--- src/rtl/serial_adder_pkg.sv ---
// Shared types and constants for the bit-serial adder sequencer.
package serial_adder_pkg;

  localparam int unsigned DEFAULT_WIDTH = 8;

  typedef enum logic [1:0] {
    IDLE = 2'd0,
    ADD  = 2'd1,
    DONE = 2'd2
  } state_e;

endpackage

--- src/rtl/full_adder_cell.sv ---
// One-bit full adder built from gate primitives; time-shared by serial_adder_ctrl.
module full_adder_cell (
  input  logic a,
  input  logic b,
  input  logic carryin,
  output logic sum,
  output logic carryout
);

  wire ab_xor;
  wire ab_and;
  wire prop_and;
  wire sum_w;
  wire cout_w;

  xor g_xor_ab  (ab_xor, a, b);
  xor g_xor_sum (sum_w, ab_xor, carryin);
  and g_and_ab  (ab_and, a, b);
  and g_and_p   (prop_and, ab_xor, carryin);
  or  g_or_c    (cout_w, ab_and, prop_and);

  assign sum      = sum_w;
  assign carryout = cout_w;

endmodule

--- src/rtl/serial_adder_ctrl.sv ---
// Adds two WIDTH-bit operands LSB first through a single full-adder cell,
// one bit per clock, with valid/ready handshakes on both sides.
module serial_adder_ctrl
  import serial_adder_pkg::*;
#(
  parameter int unsigned WIDTH = DEFAULT_WIDTH
) (
  input  logic             clk,
  input  logic             reset,
  input  logic             in_valid,
  output logic             in_ready,
  input  logic [WIDTH-1:0] a,
  input  logic [WIDTH-1:0] b,
  input  logic             carryin,
  output logic             out_valid,
  input  logic             out_ready,
  output logic [WIDTH-1:0] sum,
  output logic             carryout,
  output logic             overflow
);

  localparam int unsigned   CW       = (WIDTH > 1) ? $clog2(WIDTH) : 1;
  // Compare against WIDTH-1 rather than waiting for a wrap, so odd widths stop on time.
  localparam logic [CW-1:0] LAST_BIT = CW'(WIDTH - 1);

  state_e           state_q, state_d;
  logic [CW-1:0]    cnt_q, cnt_d;
  logic             carry_q, carry_d;
  logic [WIDTH-1:0] a_sr_q, a_sr_d;
  logic [WIDTH-1:0] b_sr_q, b_sr_d;
  logic [WIDTH-1:0] sum_sr_q, sum_sr_d;
  logic [WIDTH-1:0] sum_q, sum_d;
  logic             carryout_q, carryout_d;
  logic             overflow_q, overflow_d;

  logic cell_sum;
  logic cell_cout;
  logic last_bit;

  full_adder_cell u_cell (
    .a        (a_sr_q[0]),
    .b        (b_sr_q[0]),
    .carryin  (carry_q),
    .sum      (cell_sum),
    .carryout (cell_cout)
  );

  assign last_bit = (cnt_q == LAST_BIT);

  // NOTE: sequential state uses non-blocking assignments so every flop samples pre-edge values.
  always_ff @(posedge clk or posedge reset) begin
    if (reset) begin
      state_q <= IDLE;
    end else begin
      state_q <= state_d;
    end
  end

  // NOTE: every comb output gets a default first; a missing branch would otherwise infer a latch.
  always_comb begin
    state_d = state_q;
    case (state_q)
      IDLE:    if (in_valid)  state_d = ADD;
      ADD:     if (last_bit)  state_d = DONE;
      DONE:    if (out_ready) state_d = IDLE;
      default:                state_d = IDLE;
    endcase
  end

  // Handshake outputs depend on state only, never combinationally on in_valid/out_ready.
  always_comb begin
    in_ready  = (state_q == IDLE);
    out_valid = (state_q == DONE);
  end

  always_comb begin
    cnt_d      = cnt_q;
    carry_d    = carry_q;
    a_sr_d     = a_sr_q;
    b_sr_d     = b_sr_q;
    sum_sr_d   = sum_sr_q;
    sum_d      = sum_q;
    carryout_d = carryout_q;
    overflow_d = overflow_q;
    case (state_q)
      IDLE: begin
        if (in_valid) begin
          a_sr_d  = a;
          b_sr_d  = b;
          carry_d = carryin;
          cnt_d   = '0;
        end
      end
      ADD: begin
        sum_sr_d = {cell_sum, sum_sr_q[WIDTH-1:1]};
        a_sr_d   = {1'b0, a_sr_q[WIDTH-1:1]};
        b_sr_d   = {1'b0, b_sr_q[WIDTH-1:1]};
        carry_d  = cell_cout;
        cnt_d    = cnt_q + CW'(1);
        if (last_bit) begin
          // Result registers update only here, so they hold through DONE and the following IDLE.
          sum_d      = {cell_sum, sum_sr_q[WIDTH-1:1]};
          carryout_d = cell_cout;
          overflow_d = carry_q ^ cell_cout;
        end
      end
      default: ;
    endcase
  end

  // NOTE: shift registers are cleared on reset too, so a stale result never reappears after reset.
  always_ff @(posedge clk or posedge reset) begin
    if (reset) begin
      cnt_q      <= '0;
      carry_q    <= 1'b0;
      a_sr_q     <= '0;
      b_sr_q     <= '0;
      sum_sr_q   <= '0;
      sum_q      <= '0;
      carryout_q <= 1'b0;
      overflow_q <= 1'b0;
    end else begin
      cnt_q      <= cnt_d;
      carry_q    <= carry_d;
      a_sr_q     <= a_sr_d;
      b_sr_q     <= b_sr_d;
      sum_sr_q   <= sum_sr_d;
      sum_q      <= sum_d;
      carryout_q <= carryout_d;
      overflow_q <= overflow_d;
    end
  end

  assign sum      = sum_q;
  assign carryout = carryout_q;
  assign overflow = overflow_q;

endmodule

--- config.mk ---
export PLATFORM = sky130hd
export DESIGN_NAME = serial_adder_ctrl
export DESIGN_NICKNAME = d
export VERILOG_FILES = /design/src/rtl/serial_adder_pkg.sv /design/src/rtl/full_adder_cell.sv /design/src/rtl/serial_adder_ctrl.sv
export SDC_FILE = /design/constraint.sdc
export NUM_CORES = 1
export LEC_CHECK = 0
export ABC_CLOCK_PERIOD_IN_PS = 1700
export CORE_AREA = 2 2 87 89
export DETAILED_ROUTE_END_ITERATION = 8
export DIE_AREA = 0 0 89 91
export PLACE_DENSITY = 0.47
export SLEW_MARGIN = 20
export SYNTH_ARGS = -nofsm -noshare
export SYNTH_HDL_FRONTEND = slang
export SYNTH_SLANG_ARGS = --single-unit
export TNS_END_PERCENT = 20
--- constraint.sdc ---
create_clock -name clk -period 1.7 [get_ports clk]
set_input_delay 0.34 -clock clk [delete_from_list [all_inputs] [get_ports clk]]
set_output_delay 0.34 -clock clk [all_outputs]
set_load 0.01 [all_outputs]
======== After elaboration in Yosys (flattened, before gate mapping) ========
Cells that the tools add are included.
word-level totals
  flip-flop bits (word level) ............. 40
  input port bits ......................... 21
  output and inout bits ................... 12
  logic and storage cells ................. 39
operators by class
  $add $sub $neg .......................... 1
  equal/unequal tests ..................... 6
  multiplexer cells ....................... 12
  bitwise logic cells ..................... 6
  reductions and logical operators ........ 5
operators with widths
  operator                                               count
  one-hot mux 8 bit (2 select lines)                     2
  2-to-1 mux 8 bit                                       2
  2-to-1 mux 2 bit                                       3
  one-hot mux 2 bit (3 select lines)                     1
  one-hot mux 3 bit (2 select lines)                     1
  inequality test 2 bit, second input constant           2
  AND reduction 2 bit                                    2
  adder 3 x 1 -> 3 bit, second input constant            1
  equality test 3 bit, second input constant             1
  2-to-1 mux 3 bit                                       1
  AND reduction 3 bit                                    1
  bitwise XOR 1 bit                                      3
  bitwise AND 1 bit                                      2
  equality test 2 x 1 -> 1 bit, second input constant    1
  equality test 2 bit, second input constant             1
  zero test 2 bit                                        1
  inequality test 2 x 1 -> 1 bit, second input constant  1
  one-hot mux 1 bit (2 select lines)                     1
  nonzero test 2 bit                                     1
  2-to-1 mux 1 bit                                       1
  bitwise OR 1 bit                                       1

======== Logic depth before layout (Yosys ltp) ========
Gate-level depths: netlist (run 1).
  word-level depth ........................ 4
  depth in mapped cells ................... 6
  depth with buffers taken out ............ 5

======== Cells and area by module ========
Synthesis (run 1) repeated with hierarchy kept, for this count alone.
second synthesis, totals
  cells, all modules ...................... 169
  area total of the unflattened synthesis .. 1918.1 um^2
by module, submodules not included
  module             times used  cells each  area each (um^2)  sequential area each (um^2)
  serial_adder_ctrl  1           168         1898.1            975.9
  full_adder_cell    1           1           20.0              0.0

======== Worst setup path after synthesis (run 1) ========
OpenSTA, ideal clock, no wires.
  path kind ............................... register to register
  from .................................... reg cnt_q[0]
  to ...................................... reg carryout_q (netlist: carryout)
  library setup time ...................... 125 ps
  arrival ................................. 1308 ps
  required time ........................... 1575 ps
  setup slack ............................. 268 ps
  cell stages (with the launch flop) ...... 6
  path buffers ............................ 1
  period minus slack after synthesis ...... 1432 ps
  cells stage by stage .................... dfrtp_1 -> ha_1 -> ha_1 -> nand3b_4 -> buf_6 -> mux2_2
on the way
  longest elaborated chain between the ends .. 2
RTL lines
  item                           line                      source
  from (decl)                    serial_adder_ctrl.sv:27   logic [CW-1:0] cnt_q, cnt_d;
  from (signal assigned)         serial_adder_ctrl.sv:123  cnt_q <= cnt_d;
  equality test 3 bit            serial_adder_ctrl.sv:48   assign last_bit = (cnt_q == LAST_BIT);
  AND reduction 2 bit (no line)  n/a
  to (signal assigned)           serial_adder_ctrl.sv:129  carryout_q <= carryout_d;
  to (decl)                      serial_adder_ctrl.sv:33   logic carryout_q, carryout_d;
Every way passes these cells.
A chain may end at the register's enable or synchronous reset.

======== Worst setup path after layout (run 1) ========
  from .................................... reg sum_q[7] (netlist: sum[7])
  to ...................................... out sum[7]
RTL lines
  item                    line                      source
  from (decl)             serial_adder_ctrl.sv:32   logic [WIDTH-1:0] sum_q, sum_d;
  from (signal assigned)  serial_adder_ctrl.sv:128  sum_q <= sum_d;
  to (decl)               serial_adder_ctrl.sv:17   output logic [WIDTH-1:0] sum,
No word-level cell between the ends.

==> results of run 1 <==
-- worst max path at each step --
stage	from	end	depth (start not counted)
5_1_grt	state_q[1]	in_ready	2
3_5_place_dp	in_valid	b_sr_q[4]	3
2_1_floorplan	cnt_q[0]	carryout	5
6_report	sum[7]	sum[7]	1
3_3_place_gp	in_valid	b_sr_q[6]	3
4_1_cts	sum[7]	sum[7]	1
-- layer usage --
layer  vias to the layer above  share of wire [%]  global-route usage (%)
li1                        615                  -                       -
met1                       587                 49                    13.8
met2                        45                 43                    14.1
met3                         5                6.9                    3.36
met4                         0                1.2                    3.36
met5                         -                  0                       0
-- state kept, by name, indices dropped and copies added (netlist names) --
| signal | cells |
|---|---|
| a_sr_q | 8 |
| b_sr_q | 8 |
| carry_q | 1 |
| carryout | 1 |
| cnt_q | 3 |
| overflow | 1 |
| state_q | 2 |
| sum | 8 |
| sum_sr_q | 7 |
-- per-stage QoR --
step / worst slack [ps] / util, % / TNS, ps / std cells / area (sq um)
after floorplan: 268 / - / 0 / 147 / 1740
after global placement: 36.8 / 30.7 / 0 / 277 / 2190
after detailed placement: -28.8 / 30.7 / -28.8 / 277 / 2190
after CTS: 147 / 32.3 / 0 / 285 / 2310
after global routing: 95.3 / 32.3 / 0 / 285 / 2310
final: 171 / 32.3 / 0 / 285 / 2310
-- placed cells by master, fill, tap and decap left out, drive strengths merged, types with 2 or more instances in the layout --
| master | synthesis | final |
|---|---|---|
| dfrtp | 39 | 39 |
| clkdlybuf4s50 | 0 | 30 |
| o22ai | 20 | 20 |
| mux2 | 16 | 16 |
| a21oi | 14 | 14 |
| buf | 10 | 10 |
| o21ai | 8 | 8 |
| inv | 6 | 6 |
| nor2 | 6 | 6 |
| clkbuf | 1 | 5 |
| nor2b | 4 | 4 |
| nor3b | 3 | 3 |
| o22a | 3 | 3 |
| nand2 | 3 | 3 |
| nor3 | 2 | 2 |
| a221oi | 2 | 2 |
| a22o | 2 | 2 |
| nand2b | 2 | 2 |
| ha | 2 | 2 |
| dlygate4sd2 | 0 | 2 |
| clkinv | 0 | 2 |
-- what timing repair did --
item / CTS / global route
hold buffers: 0 / 0
setup endpoints to repair: 2 / 0
gates resized for setup: 4 / 0
-- kinds of logic (layout without fill, tap and decap cells) --
logic type	count (synthesis)	count (layout)	share of synthesized area, %
AO/OA/AOI/OAI	50	50	17.5
XOR/XNOR	1	1	0.505
adder cells (fa/ha/maj)	3	3	2.60
buffers and inverters	17	56	5.62
flip-flops	39	39	56.2
multiplexers	16	16	10.4
AND/OR/NAND/NOR	21	21	7.14
-- cell type report --
cell class	instances	area (sq um)	area share, %
clock buffers	5	68.8	2.98
repair buffers	42	405	17.6
multi-input cells	91	664	28.8
inverters	6	22.5	0.977
flip-flops and latches	39	977	42.4
well taps	99	124	5.37
clock inverters	3	43.8	1.90
-- power groups by stage --
stage | clock network, mW | logic (mW) | registers [mW]
after floorplan | 0 | 1.07 | 1.65
after global placement | 0 | 1.58 | 1.67
after detailed placement | 0 | 1.61 | 1.67
after CTS | 0.806 | 1.60 | 1.66
after global routing | 0.834 | 1.79 | 1.72
final | 0.776 | 1.58 | 1.65
==> results.tsv, run 1 <==
stage	metric	value	unit
clocking	setup bufs post-CTS	0	
global_routing	GRT Total Usage	9.83	%
drt	antenna-violating nets left	0	
floorplanning	Die Y	91	um
critical_path	r2r setup slk	220	ps
drt	post-DR vias/cell	4.39	
drt	first-iteration detailed-routing DRC count	56	
drt	via count	1252	
cells_and_area	Total Nets Final	209	
critical_path	Worst R2R End	sum[5]	
critical_path	WP data arrival	1190	ps
power	clock share of power	19.4	%
floorplanning	IO Count	33	
timing	final slew viol count	0	
floorplanning	Die X-Extent	89	um
power	Peak VDD IR	0.000437	V
power	Sw Pwr	1.31	mW
placed_design	HPWL Detailed	2.50	mm
yosys	main flop type after synthesis	dfrtp_1	
min_path	Hold Crit Class	input port to async pin	
critical_path	startpoint types	flop	
cells_and_area	Area Growth Syn to Fin	32.9	%
drt	drt first pass iters	4	
yosys	Post-synth EDFFs	0	
floorplanning	Die ar.	8100	sq um
timing	hold_ws	392	ps
timing	fmax	0.654	GHz
clocking	clk sinks	39	
outcome	status	completed	
yosys	Synthesis Warnings	0	
power	Pwr Total	4.01	mW
timing	RSZ-0062 raised after global routing	false	
timing	Tmin final	1530	ps
drt	DRC viols	0	
cells_and_area	ANT cells	0	
critical_path	buffer and inverter count on the worst path	1	
yosys	ys async rst share	100	%
timing	crit share post-route	89.9	%
critical_path	Worst Path Required	1360	ps
run	maxcap violations	0	
critical_path	crit-path max FO	2	
clocking	Clk pin slew, worst setup/hold paths	80	ps
power	net switching fraction of the power	32.6	%
placed_design	I/O Buffers	32	
power	LEAKAGE	0.951	nW
yosys	Yosys top cell area share	56.2	%
power	Sequential Power Share	41.2	%
critical_path	Reg2Reg Depth	4	
power	P_int	2.70	mW
clocking	CTS Buffer Depth	2	
timing	final setup violating endpoints	0	
global_routing	initial antenna violation count	0	
yosys	flops & latches, synth	39	
yosys	Seq/Total Area, Yosys	56.2	%
cells_and_area	Layout fillers	766	
yosys	syn_nets	171	
yosys	count leader, synth	dfrtp_1	
clocking	worst-skew pair later-pin latency	290	ps
yosys	synth cell count leaders	dfrtp_1 (39), o22ai_1 (20), mux2_2 (15)	
power	pwr dens	1740	nW/um^2
yosys	post-synthesis average cell area	11.8	sq um
timing	max_slew headroom	72.0	%
yosys	Yosys cell types	25	
clocking	htree depth	2	
yosys	Post-Synthesis Cells	147	
timing	worst clock skew	5.68	ps
critical_path	Cell Chain, Critical Path	clkdlybuf4s50_1	
floorplanning	core area	7140	sq um
global_routing	vias in the first global route	1298	
critical_path	slowest CP cell	clkdlybuf4s50_1	
yosys	Post-Syn Area	1740	sq um
critical_path	Critical R2R Launch	cnt_q[0]	
clocking	CTS tree	yes	
floorplanning	initial core utilization	24.3	%
global_routing	largest net degree at the start of global routing	40	
critical_path	kind of critical path	flop to output port	
timing	final hold vios	0	
drt	drt wl/cell	12.7	um
clocking	Clock Root Buffer	clkbuf_8	
drt	routed wire length	3.62	mm
floorplanning	cell row count	31	
critical_path	CP endpoint kind	output port	
critical_path	CP delay by family, top	buffers and inverters	
clocking	total CTS buffers	5	
yosys	top cell type by total area after synthesis	dfrtp_1	
yosys	top post-synthesis cells by area	dfrtp_1 (56%), mux2_2 (9.7%), o22ai_1 (7.2%)	
critical_path	CP max stage delay	540	ps
cells_and_area	share of layout cells above drive strength 1	19.4	%
global_routing	GR Overflow Total	0	
placed_design	final RePlAce weighted congestion	0.719	
global_routing	first-pass GRT wire length	6.17	mm
timing	Worst Tran Pin Value	415	ps
power	logic gate share of total power	39.5	%
No activity file was read; power rests on OpenSTA's default activity.
==> run 2: changes to the inputs <==
Settings changed: CORE_AREA 2 2 87 89 to 3 3 88 90, DIE_AREA 0 0 89 91 to 0 0 91 93.
==> results.tsv, run 2 (synthesis results as in run 1) <==
stage	metric	value	unit	change
power	Sw Pwr	1.31	mW	about the same
drt	WL met3	192	um	was 249 um
drt	antenna-violating nets left	0		unchanged
global_routing	largest net degree at the start of global routing	40		unchanged
critical_path	Critical R2R Launch	state_q[1]		was cnt_q[0]
timing	Worst Tran Pin Value	393	ps	was 415 ps
cells_and_area	Layout fillers	770		was 766
critical_path	slowest CP cell	dfrtp_1		was clkdlybuf4s50_1
floorplanning	initial core utilization	24.3	%	unchanged
placed_design	HPWL Detailed	2.62	mm	was 2.50 mm
critical_path	most used cell, CP	buf_4		
cells_and_area	ANT cells	0		unchanged
power	LEAKAGE	0.965	nW	was 0.951 nW
critical_path	CP startpoint	state_q[1]		was sum[7]
critical_path	CP max stage delay	410	ps	was 540 ps
timing	hold_ws	393	ps	was 392 ps
timing	final hold vios	0		unchanged
cells_and_area	area of the multi-input gates	667	sq um	was 664 sq um
placed_design	final RePlAce weighted congestion	0.690		was 0.719
drt	via count	1238		was 1,252
clocking	worst-skew pair later-pin latency	300	ps	was 290 ps
timing	max_slew headroom	73.5	%	was 72.0%
power	P_int	2.86	mW	was 2.70 mW
critical_path	Worst R2R End	a_sr_q[5]		was sum[5]
critical_path	WP data arrival	1720	ps	was 1190 ps
critical_path	crit-path max FO	11		was 2
drt	drt first pass iters	4		unchanged
timing	Tmin final	1530	ps	about the same
global_routing	initial antenna violation count	0		unchanged
min_path	Hold Crit Class	input port to async pin		unchanged
global_routing	GRT Total Usage	9.60	%	was 9.83%
critical_path	CP endpoint kind	flop		was output port
power	net switching fraction of the power	31.4	%	was 32.6%
drt	DRC viols	0		unchanged
drt	drt wl/cell	13.2	um	was 12.7 um
clocking	CTS tree	yes		unchanged
global_routing	first-pass GRT wire length	6.37	mm	was 6.17 mm
clocking	CTS Buffer Depth	2		unchanged
cells_and_area	Total Nets Final	210		was 209
cells_and_area	Post-Layout Inst Area	2330	sq um	was 2310 sq um
critical_path	r2r setup slk	170	ps	was 220 ps
critical_path	crit path to	a_sr_q[5]		was sum[7]
cells_and_area	most frequent cells in the layout	dfrtp_1 (39), clkdlybuf4s50_1 (30), o22ai_1 (20)		was dfrtp_1 (38), clkdlybuf4s50_1 (30), o22ai_1 (20)
critical_path	Reg2Reg Depth	6		was 4
run	maxcap violations	0		unchanged
power	clock share of power	22.0	%	was 19.4%
drt	post-DR vias/cell	4.33		was 4.39
power	Peak VDD IR	0.000488	V	was 0.000437 V
drt	wl on met1	1.81	mm	was 1.76 mm
placed_design	Placed Instance Area	2190	sq um	unchanged
clocking	Clock Root Buffer	clkbuf_8		unchanged
cells_and_area	non-filler cells, final	286		was 285
global_routing	vias in the first global route	1306		was 1,298
power	Sequential Power Share	39.5	%	was 41.2%
timing	final setup violating endpoints	0		unchanged
floorplanning	Die ar.	8460	sq um	was 8100 sq um
floorplanning	Die Y	93	um	was 91 um
critical_path	Worst Path Required	1890	ps	was 1360 ps
clocking	Clk pin slew, worst setup/hold paths	80	ps	about the same
cells_and_area	Reg area	976	sq um	was 977 sq um
critical_path	CP delay by family, top	buffers and inverters		unchanged
clocking	htree depth	2		unchanged
placed_design	I/O Buffers	32		unchanged
floorplanning	core area	7140	sq um	unchanged
critical_path	Cell Chain, Critical Path	buf_4 > buf_4 > nand2b_2 > buf_4 > o22ai_1 > a21oi_1		was clkdlybuf4s50_1
critical_path	kind of critical path	flop to flop		was flop to output port
cells_and_area	share of layout cells above drive strength 1	19.3	%	was 19.4%
critical_path	Worst path depth	6		was 1
drt	routed wire length	3.78	mm	was 3.62 mm
clocking	clk sinks	39		unchanged
timing	crit share post-route	90.0	%	was 89.9%
power	pwr dens	1780	nW/um^2	was 1740 nW/um^2
clocking	total CTS buffers	5		unchanged
floorplanning	cell row count	31		unchanged
timing	RSZ-0062 raised after global routing	false		unchanged
outcome	status	completed		unchanged
drt	wire length on met2	1.68	mm	was 1.56 mm
timing	final setup TNS	0	ps	unchanged
critical_path	buffer and inverter count on the worst path	3		was 1
power	logic gate share of total power	38.5	%	was 39.5%
cells_and_area	Area Growth Syn to Fin	34.5	%	was 32.9%
floorplanning	Die X-Extent	91	um	was 89 um
timing	worst clock skew	7.96	ps	was 5.68 ps
placed_design	# placed instances	277		unchanged
timing	fmax	0.654	GHz	about the same
drt	first-iteration detailed-routing DRC count	28		was 56
global_routing	GR Overflow Total	0		unchanged
timing	final slew viol count	0		unchanged
cells_and_area	commonest non-fill, non-tap cell in the layout	dfrtp_1		unchanged
floorplanning	IO Count	33		unchanged
drt	Highest Signal Layer	met4		unchanged
critical_path	startpoint types	flop		unchanged
run 2: changes by cell type in the layout (fill, tap and decap cells not counted), sizes merged:
cell | before | now
clkinv | 2 | 0
buf | 10 | 11
bufinv | 1 | 2
clkbuf | 5 | 6
run 2: layer usage:
metal,GRT usage [%],vias to the layer above
li1,-,612
met1,12.4,591
met2,14.2,27
met3,2.82,8
met4,5.65,0
met5,0,-
run 2: timing repair:
action	in CTS	in global routing
pin swaps	0	0
resized for setup	3	1
buffers inserted	1	0
hold buffers	0	0
setup endpoints to repair	2	10
run 2: how the worst min path moves through the flow:
stage | startpoint | to | depth (start not counted)
finish | reset | a_sr_q[0] | 3
detailed placement | sum_sr_q[1] | sum_sr_q[1] | 1
global route | reset | a_sr_q[0] | 3
global placement | sum_sr_q[1] | sum_sr_q[1] | 1
floorplan | out_ready | state_q[1] | 1
CTS | reset | a_sr_q[0] | 3
run 2: power groups by stage:
stage	Combinational (mW)	Sequential (mW)	Clock, mW
2_1_floorplan	1.07	1.65	0
5_1_grt	1.79	1.72	0.971
4_1_cts	1.63	1.66	0.944
3_5_place_dp	1.62	1.67	0
6_report	1.60	1.64	0.915
3_3_place_gp	1.59	1.67	0
run 2: final cells by class:
cell class | instances | area share (%)
clock buffer | 6 | 3.11
clock inverter | 2 | 2.57
inverter | 6 | 0.965
multi-input combinational | 91 | 28.6
sequential | 39 | 41.8
tap | 99 | 5.31
timing repair buffer | 43 | 17.7
run 2: worst min-delay path: stages:
cell and delay [ps]:
clkdlybuf4s50_1 390, inv_1 90, buf_12 230
run 2: per-stage QoR:
| step | total power, mW | setup slack [ps] | util, % |
|---|---|---|---|
| 2_1_floorplan | 2.72 | 268 | - |
| 3_3_place_gp | 3.26 | 23.0 | 30.7 |
| 3_5_place_dp | 3.29 | 10.4 | 30.7 |
| 4_1_cts | 4.23 | 70.1 | 32.7 |
| 5_1_grt | 4.49 | 83.1 | 32.7 |
| 6_report | 4.16 | 170 | 32.7 |
==> run 3: changes to the inputs <==
Settings changed: PLACE_DENSITY 0.47 to 0.49.
==> results.tsv, run 3 (synthesis results as in run 1) <==
stage	metric	value	unit	change
critical_path	startpoint types	flop		unchanged
timing	Setup WS post-layout	159	ps	was 170 ps
drt	DRC viols	0		unchanged
global_routing	GR Overflow Total	0		unchanged
critical_path	Worst Path Required	1920	ps	was 1890 ps
placed_design	pre-CTS setup slack	1.90	ps	was 10.4 ps
critical_path	CP startpoint	state_q[1]		unchanged
clocking	setup bufs post-CTS	0		was 1
power	Peak VDD IR	0.000479	V	was 0.000488 V
clocking	CTS tree	yes		unchanged
outcome	status	completed		unchanged
timing	final setup violating endpoints	0		unchanged
timing	crit share post-route	90.7	%	was 90.0%
global_routing	first-pass GRT wire length	6.55	mm	was 6.37 mm
floorplanning	cell row count	31		unchanged
global_routing	initial antenna violation count	0		unchanged
global_routing	largest net degree at the start of global routing	40		unchanged
critical_path	Cell Chain, Critical Path	buf_4 > nand2b_1 > buf_4 > o22ai_1 > a21oi_1		was buf_4 > buf_4 > nand2b_2 > buf_4 > o22ai_1 > a21oi_1
critical_path	slowest CP cell	dfrtp_1		unchanged
clocking	Clock Root Buffer	clkbuf_8		unchanged
floorplanning	Die ar.	8460	sq um	unchanged
placed_design	HPWL Detailed	2.54	mm	was 2.62 mm
critical_path	Worst R2R End	a_sr_q[6]		was a_sr_q[5]
critical_path	Reg2Reg Depth	5		was 6
cells_and_area	Area Growth Syn to Fin	32.1	%	was 34.5%
drt	first-iteration detailed-routing DRC count	49		was 28
timing	worst clock skew	3.44	ps	was 7.96 ps
timing	final hold vios	0		unchanged
timing	final slew viol count	0		unchanged
global_routing	GRT Total Usage	9.81	%	was 9.60%
timing	max_slew headroom	73.1	%	was 73.5%
timing	fmax	0.649	GHz	was 0.654 GHz
run	maxcap violations	0		unchanged
floorplanning	Die Y	93	um	unchanged
clocking	clk sinks	39		unchanged
cells_and_area	Total Nets Final	209		was 210
drt	drt wl/cell	13.1	um	was 13.2 um
clocking	PostCTS Resize Cnt	3		unchanged
cells_and_area	share of layout cells above drive strength 1	18.3	%	was 19.3%
clocking	worst-skew pair later-pin latency	290	ps	was 300 ps
placed_design	I/O Buffers	32		unchanged
placed_design	# placed instances	277		unchanged
timing	Worst Tran Pin Value	399	ps	was 393 ps
floorplanning	initial core utilization	24.3	%	unchanged
critical_path	Critical R2R Launch	state_q[1]		unchanged
drt	via count	1233		was 1,238
cells_and_area	most frequent cells in the layout	dfrtp_1 (39), clkdlybuf4s50_1 (30), o22ai_1 (20)		unchanged
critical_path	crit path to	a_sr_q[6]		was a_sr_q[5]
clocking	Clk pin slew, worst setup/hold paths	80	ps	about the same
drt	routed wire length	3.72	mm	was 3.78 mm
power	pwr dens	1710	nW/um^2	was 1780 nW/um^2
critical_path	WP data arrival	1760	ps	was 1720 ps
global_routing	vias in the first global route	1322		was 1,306
critical_path	most used cell, CP	buf_4		unchanged
cells_and_area	commonest non-fill, non-tap cell in the layout	dfrtp_1		unchanged
floorplanning	core area	7140	sq um	unchanged
cells_and_area	non-filler cells, final	285		was 286
timing	RSZ-0062 raised after global routing	false		unchanged
critical_path	kind of critical path	flop to flop		unchanged
drt	drt first pass iters	4		unchanged
floorplanning	Die X-Extent	91	um	unchanged
clocking	# hold bufs at CTS	0		unchanged
critical_path	CP max stage delay	430	ps	was 410 ps
timing	Tmin final	1540	ps	was 1530 ps
cells_and_area	Layout fillers	771		was 770
critical_path	crit-path max FO	11		unchanged
cells_and_area	ANT cells	0		unchanged
placed_design	final RePlAce weighted congestion	0.716		was 0.690
clocking	CTS Buffer Depth	2		unchanged
clocking	htree depth	2		unchanged
drt	post-DR vias/cell	4.33		about the same
critical_path	r2r setup slk	160	ps	was 170 ps
timing	final setup TNS	0	ps	unchanged
clocking	total CTS buffers	5		unchanged
critical_path	CP endpoint kind	flop		unchanged
floorplanning	IO Count	33		unchanged
power	LEAKAGE	0.946	nW	was 0.965 nW
drt	antenna-violating nets left	0		unchanged
min_path	Hold Crit Class	input port to async pin		unchanged
-- run 3: cell types whose count changed in the layout (fill, tap and decap cells not counted) --
cell       previous run  this run
buf_4                10         9
bufinv_16             2         0
clkbuf_8              5         7
nand2b_1              1         2
nand2b_2              1         0
-- run 3: layout make-up --
cell class / count / area, sq um / area share, %
Clock buffer: 8 / 100 / 4.37
Sequential cell: 39 / 976 / 42.6
Inverter: 6 / 22.5 / 0.983
Multi-Input combinational cell: 91 / 664 / 29.0
Tap cell: 99 / 124 / 5.40
Timing Repair Buffer: 42 / 405 / 17.7
-- run 3: worst min-delay path by stage --
| stage | cells after the start | slack, ps | to | from |
|---|---|---|---|---|
| 2_1_floorplan | 1 | 430 | state_q[1] | out_ready |
| 3_3_place_gp | 1 | 480 | sum_sr_q[1] | sum_sr_q[1] |
| 3_5_place_dp | 1 | 480 | sum_sr_q[1] | sum_sr_q[1] |
| 4_1_cts | 3 | 410 | sum[0] | reset |
| 5_1_grt | 3 | 430 | a_sr_q[1] | reset |
| 6_report | 3 | 400 | a_sr_q[1] | reset |
-- run 3: power breakdown --
group / internal [mW] / switching (mW) / leakage [nW]
clock network: 0.371 / 0.324 / 0.0515
logic: 0.887 / 0.691 / 0.433
registers: 1.37 / 0.273 / 0.461
total: 2.63 / 1.29 / 0.946
-- run 3: critical path: cells and delay by family (launching register included) --
kind,cells,cell delay (ps)
buf+inv,2,470
flops,1,430
simple gates,1,360
compound gates,2,210
-- run 3: through the flow --
step	utilization, %	power [mW]	hold slack [ps]	area (sq um)
6_report	32.1	3.92	401	2290
5_1_grt	32.1	4.25	429	2290
4_1_cts	32.1	3.97	411	2290
3_5_place_dp	30.7	3.28	483	2190
3_3_place_gp	30.7	3.25	481	2190
2_1_floorplan	-	2.72	426	1740
-- run 3: per-layer routing --
layer,part of all wire [%],up-vias,track usage (%)
met5,0,-,0
met1,52,583,13.3
met2,42,30,14.0
met3,4.4,7,3.06
met4,2.1,0,5.03
li1,-,613,-
